--- src/rtl/tt_pkg.sv ---
`default_nettype none
// ============================================================================
// Module  : tt_pkg
// Purpose : Shared constants and types for the truth-table checker family.
//           This includes FSM state encoding, vector count, default expected
//           table and settle-counter width. It also provides a helper that
//           writes one bit of a truth table.
// Ports   : none (package)
// Revision: 1.0 - initial release
// ============================================================================
package tt_pkg;

  // Number of input vectors for a 3-input function.
  localparam int NUM_VECTORS = 8;

  // Width of the vector index {A,B,C}.
  localparam int IDX_W = 3;

  // Default expected truth table (bit i = F for {A,B,C} = i, A is the MSB).
  localparam logic [NUM_VECTORS-1:0] EXPECTED_TABLE = 8'h5B;

  // The settle counter covers the legal settle range 1..15.
  localparam int SETTLE_CNT_W = 4;

  // Default number of cycles a vector is held before F is sampled.
  localparam int DEFAULT_SETTLE_CYCLES = 2;

  // Width of a popcount over NUM_VECTORS bits (0..8 needs 4 bits).
  localparam int COUNT_W = 4;

  typedef enum logic [1:0] {
    ST_IDLE   = 2'd0,
    ST_SETTLE = 2'd1,
    ST_SAMPLE = 2'd2,
    ST_DONE   = 2'd3
  } tt_state_e;

  // Return 'tbl' with bit 'pos' replaced by 'val'.
  function automatic logic [NUM_VECTORS-1:0] set_table_bit(
    input logic [NUM_VECTORS-1:0] tbl,
    input logic [IDX_W-1:0]       pos,
    input logic                   val
  );
    logic [NUM_VECTORS-1:0] w_res;
    w_res      = tbl;
    w_res[pos] = val;
    return w_res;
  endfunction

endpackage
`default_nettype wire

--- src/rtl/tt_popcount8.sv ---
`default_nettype none
// ============================================================================
// Module  : tt_popcount8
// Purpose : Combinational population count of an 8-bit word (result 0..8).
// Ports   : i_data  [7:0] in  - word to count
//           o_count [3:0] out - number of set bits in i_data
// Revision: 1.0 - initial release
// ============================================================================
module tt_popcount8
  import tt_pkg::*;
(
  input  logic [NUM_VECTORS-1:0] i_data,
  output logic [COUNT_W-1:0]     o_count
);

  always_comb begin
    o_count = '0;
    for (int i = 0; i < NUM_VECTORS; i++) begin
      o_count = o_count + {{(COUNT_W-1){1'b0}}, i_data[i]};
    end
  end

endmodule
`default_nettype wire

--- config.mk ---
export PLATFORM = sky130hd
export DESIGN_NAME = tt_popcount8
export DESIGN_NICKNAME = d
export VERILOG_FILES = /design/src/rtl/tt_pkg.sv /design/src/rtl/tt_popcount8.sv
export SDC_FILE = /design/constraint.sdc
export NUM_CORES = 1
export LEC_CHECK = 0
export ABC_CLOCK_PERIOD_IN_PS = 3700
export CAP_MARGIN = 0
export CORE_AREA = 2 2 39 41
export DETAILED_ROUTE_END_ITERATION = 16
export DIE_AREA = 0 0 41 43
export GPL_TIMING_DRIVEN = 0
export PLACE_DENSITY = 0.47
export SLEW_MARGIN = 20
export SYNTH_ARGS = -nofsm -noshare
export SYNTH_HDL_FRONTEND = slang
export SYNTH_SLANG_ARGS = --single-unit
export TNS_END_PERCENT = 1
--- constraint.sdc ---
create_clock -name vclk -period 3.7
set_clock_uncertainty 0.05 [all_clocks]
set_input_delay 0.555 -clock vclk [all_inputs]
set_output_delay 0.555 -clock vclk [all_outputs]
set_load 0.005 [all_outputs]
### Word level (Yosys, flattened, before mapping)

Index checks and enable logic that the tools add are counted.

| cells by class | value |
|---|---|
| $add $sub $neg | 7 |
| multipliers | 0 |
| div/mod/pow operators | 0 |
| magnitude comparators | 0 |
| equal/unequal tests | 0 |
| shifts and indexed selects | 0 |
| multiplexer cells | 0 |
| bitwise logic cells | 0 |
| reductions and logical operators | 0 |

Operator list:

| cell | count |
|---|---|
| 4-bit by 1-bit adder with 4-bit output | 4 |
| 3-bit by 1-bit adder with 4-bit output | 1 |
| 2-bit by 1-bit adder with 3-bit output | 1 |
| 1-bit by 1-bit adder with 2-bit output | 1 |

| storage, ports and cells | value |
|---|---|
| register bits after elaboration | 0 |
| latch bits | 0 |
| memory bits (writable) | 0 |
| bits in read-only memories | 0 |
| output and inout bits | 4 |
| word-level logic and storage cells | 7 |
| memories kept | 0 |

### Logic depth before layout (Yosys ltp)

| logic depth | value |
|---|---|
| word-level depth | 7 |
| depth in mapped cells | 9 |

### Worst setup path after synthesis

Ideal clock, no wire load.

| path | value |
|---|---|
| kind | input -> output |
| start | input i_data[0] |
| end | output o_count[1] |
| arrival time | 2765 ps |
| slack | 330 ps |
| cell stages on the path | 9 |
| cells stage by stage | inv_1 -> fa_1 -> fa_1 -> fa_1 -> inv_1 -> ha_1 -> inv_1 -> fa_1 -> inv_1 |

| on the way | value |
|---|---|
| word-level cells in the longest chain between the ends | 7 |

Ends and longest elaborated chain:

| what | line | text |
|---|---|---|
| from (decl) | tt_popcount8.sv:12 | `input logic [NUM_VECTORS-1:0] i_data,` |
| 1-bit by 1-bit adder with 2-bit output | tt_popcount8.sv:19 | `o_count = o_count + {{(COUNT_W-1){1'b0}}, i_data[i]};` |
| 2-bit by 1-bit adder with 3-bit output | tt_popcount8.sv:19 |  |
| 3-bit by 1-bit adder with 4-bit output | tt_popcount8.sv:19 |  |
| 4-bit by 1-bit adder with 4-bit output (4 in a row) | tt_popcount8.sv:19 |  |
| to (decl) | tt_popcount8.sv:13 | `output logic [COUNT_W-1:0] o_count` |

No other way between the ends.

### Final worst setup path

| path | value |
|---|---|
| start | input i_data[3] |
| end | output o_count[1] |

| on the way | value |
|---|---|
| word-level cells in the longest chain between the ends | 5 |

Ends and longest elaborated chain:

| what | line |
|---|---|
| 3-bit by 1-bit adder with 4-bit output | tt_popcount8.sv:19 |
| 4-bit by 1-bit adder with 4-bit output (4 in a row) | tt_popcount8.sv:19 |

No other way between the ends.

==> flow_metrics.tcl <==
set metrics [dict create \
    run_status "finished, final reports clean" \
    hold_buffers 0 \
    dp_hpwl_um 278 \
    period_needed_ns 3.58 \
    area_delta_synth_final_pct 65.8 \
    cp-start-kind "primary input" \
    drtAntennaViolNets 0 \
    post_cts_buffers 0 \
    synthCells 24 \
    synth_area_leaders "fa_1, inv_1, ha_1" \
    drt_first_pass_iters 1 \
    rsz0062_at_grt "no" \
    initial_core_util_pct 13.7 \
    register_area_um2 0 \
    grt_max_degree 3 \
    comb_power_share_pct 100.0 \
    arrival_ns 2.97 \
    avgSynthCellArea_um2 7.92 \
    fin_area_um2 315 \
    p_int_mw 0.0437 \
    seqPwrFrac_pct 0 \
    instances_no_fill 52 \
    max_freq_mhz 279 \
    grtUsageTotal_pct 3.92 \
    hp-class "primary input to primary output" \
    synth.most_common_cell "inv_1" \
    synth_top_area_cell "fa_1" \
    drc 0 \
    swShare_pct 42.9 \
    fillers 159 \
    setup_ws_ns 0.120 \
    hold_path_depth 7 \
    holdWs_ns 1.82 \
    wl_per_cell_um 5.65 \
    drt-total-wl_um 294 \
    worst_ep_required_time_ns 3.09 \
    max_cap_violations 0 \
    die-area_um2 1760 \
    grt_pass1_vias 155 \
    io_buffers 12 \
    viasPerCell 3.04 \
    synth_cell_types 6 \
    nets 53 \
    power_frac_clock_pct 0 \
    syn_nets 39 \
    post-route-period-util_pct 96.7 \
    synth_common_cells "inv_1, fa_1, ha_1" \
    p_per_area_nw_per_um2 243 \
    drt_iter0_drc 0 \
    utilization_pct 22.8 \
    tightest_slew_ns 0.118 \
    antenna_cells 0 \
    path_max_fanout 2 \
    vias 158 \
    syn_area_um2 190 \
    place_area_um2 330 \
    hold_end "o_count[2]" \
    antenna_found_initial 0 \
    grt_pass1_wl_um 524 \
    end_kind "primary output" \
    ioPinCount 12 \
    finalHoldViolCount 0 \
    die_w_um 41 \
    drive_gt1_share_pct 30.6 \
    finalSetupViolCount 0 \
    clkbuf_count 0 \
    crit_type "primary input to primary output" \
    place.gp.congestion 0.612 \
    rows 14 \
    core_area_um2 1380 \
    p_leak_nw 0.176 \
    chipHeight_um 43 \
    grt_overflow 0 \
    ys_seq_area_share_pct 0 \
    netSwitchingPower_mw 0.0329 \
    seq_cell_count 0 \
    peakVddDrop_uv 49.5 \
    slew_headroom_pct 92.1 \
    hp-start "i_data[1]" \
    slew_viol_final 0 \
    dpl.cell_count 52 \
    place_ws_ns -0.695 \
    ys_warn_count 0 \
    power_mw 0.0766 \
    tns_ns 0 \
    yosysTopAreaCellShare_pct 42.1 \
]
==> cell families after synthesis <==
family / Yosys count / share of synthesized area (%)
buffers and inverters: 14 / 27.6
adders and majority gates: 7 / 61.8
AOI/OAI and AO/OA: 1 / 2.63
xor gates and xnor gates: 1 / 4.61
and+or+nand+nor: 1 / 3.29
==> cells in the final DEF (no fill, tap or decap), types with 2 or more instances in the layout <==
cell,netlist,final
buf_2,0,4
inv_1,14,10
inv_2,0,4
ha_1,3,2
fa_1,4,3
clkdlybuf4s50_1,0,6
==> repair_timing <==
| action | 4_1_cts | 5_1_grt |
|---|---|---|
| setup endpoints to repair | 4 | 2 |
| resized for setup | 24 | 1 |
| pin swaps | 5 | 4 |
==> power groups by stage <==
stage,clock network [mW],registers (mW),logic (mW)
CTS,0,0,0.0800
global placement,0,0,0.0885
detailed placement,0,0,0.0884
global route,0,0,0.0903
floorplan,0,0,0.0426
finish,0,0,0.0766
==> area by class of cell <==
cell class	instances	area [um2]	share of cell area, %
inverter	14	52.6	16.7
tap	16	20.0	6.35
timing repair buffer	12	100	31.7
multi-input combinational	10	143	45.2
==> per-layer routing <==
layer	vias to the layer above	global-route usage [%]	routed length, um
met1	64	4.84	132
met5	-	0	0
li1	86	-	-
met2	8	7.50	123
met4	0	0	0
met3	0	0	39
==> worst max-delay path: stages <==
cell	delay, ns
buf_6	0.07
inv_2	0.03
fa_1	0.54
fa_1	0.43
fa_1	0.43
inv_1	0.06
ha_2	0.18
inv_2	0.04
fa_2	0.50
inv_1	0.03
buf_2	0.11
==> worst max-delay path by stage <==
stage / slack (ns) / cells after the start / end / from
2_1_floorplan: 0.33 / 9 / o_count[1] / i_data[0]
3_3_place_gp: -0.71 / 11 / o_count[2] / i_data[0]
3_5_place_dp: -0.70 / 11 / o_count[2] / i_data[0]
4_1_cts: 0.001 / 11 / o_count[1] / i_data[3]
5_1_grt: 0.03 / 11 / o_count[1] / i_data[0]
6_report: 0.12 / 11 / o_count[1] / i_data[3]
Power figures use the tool's default switching activity.
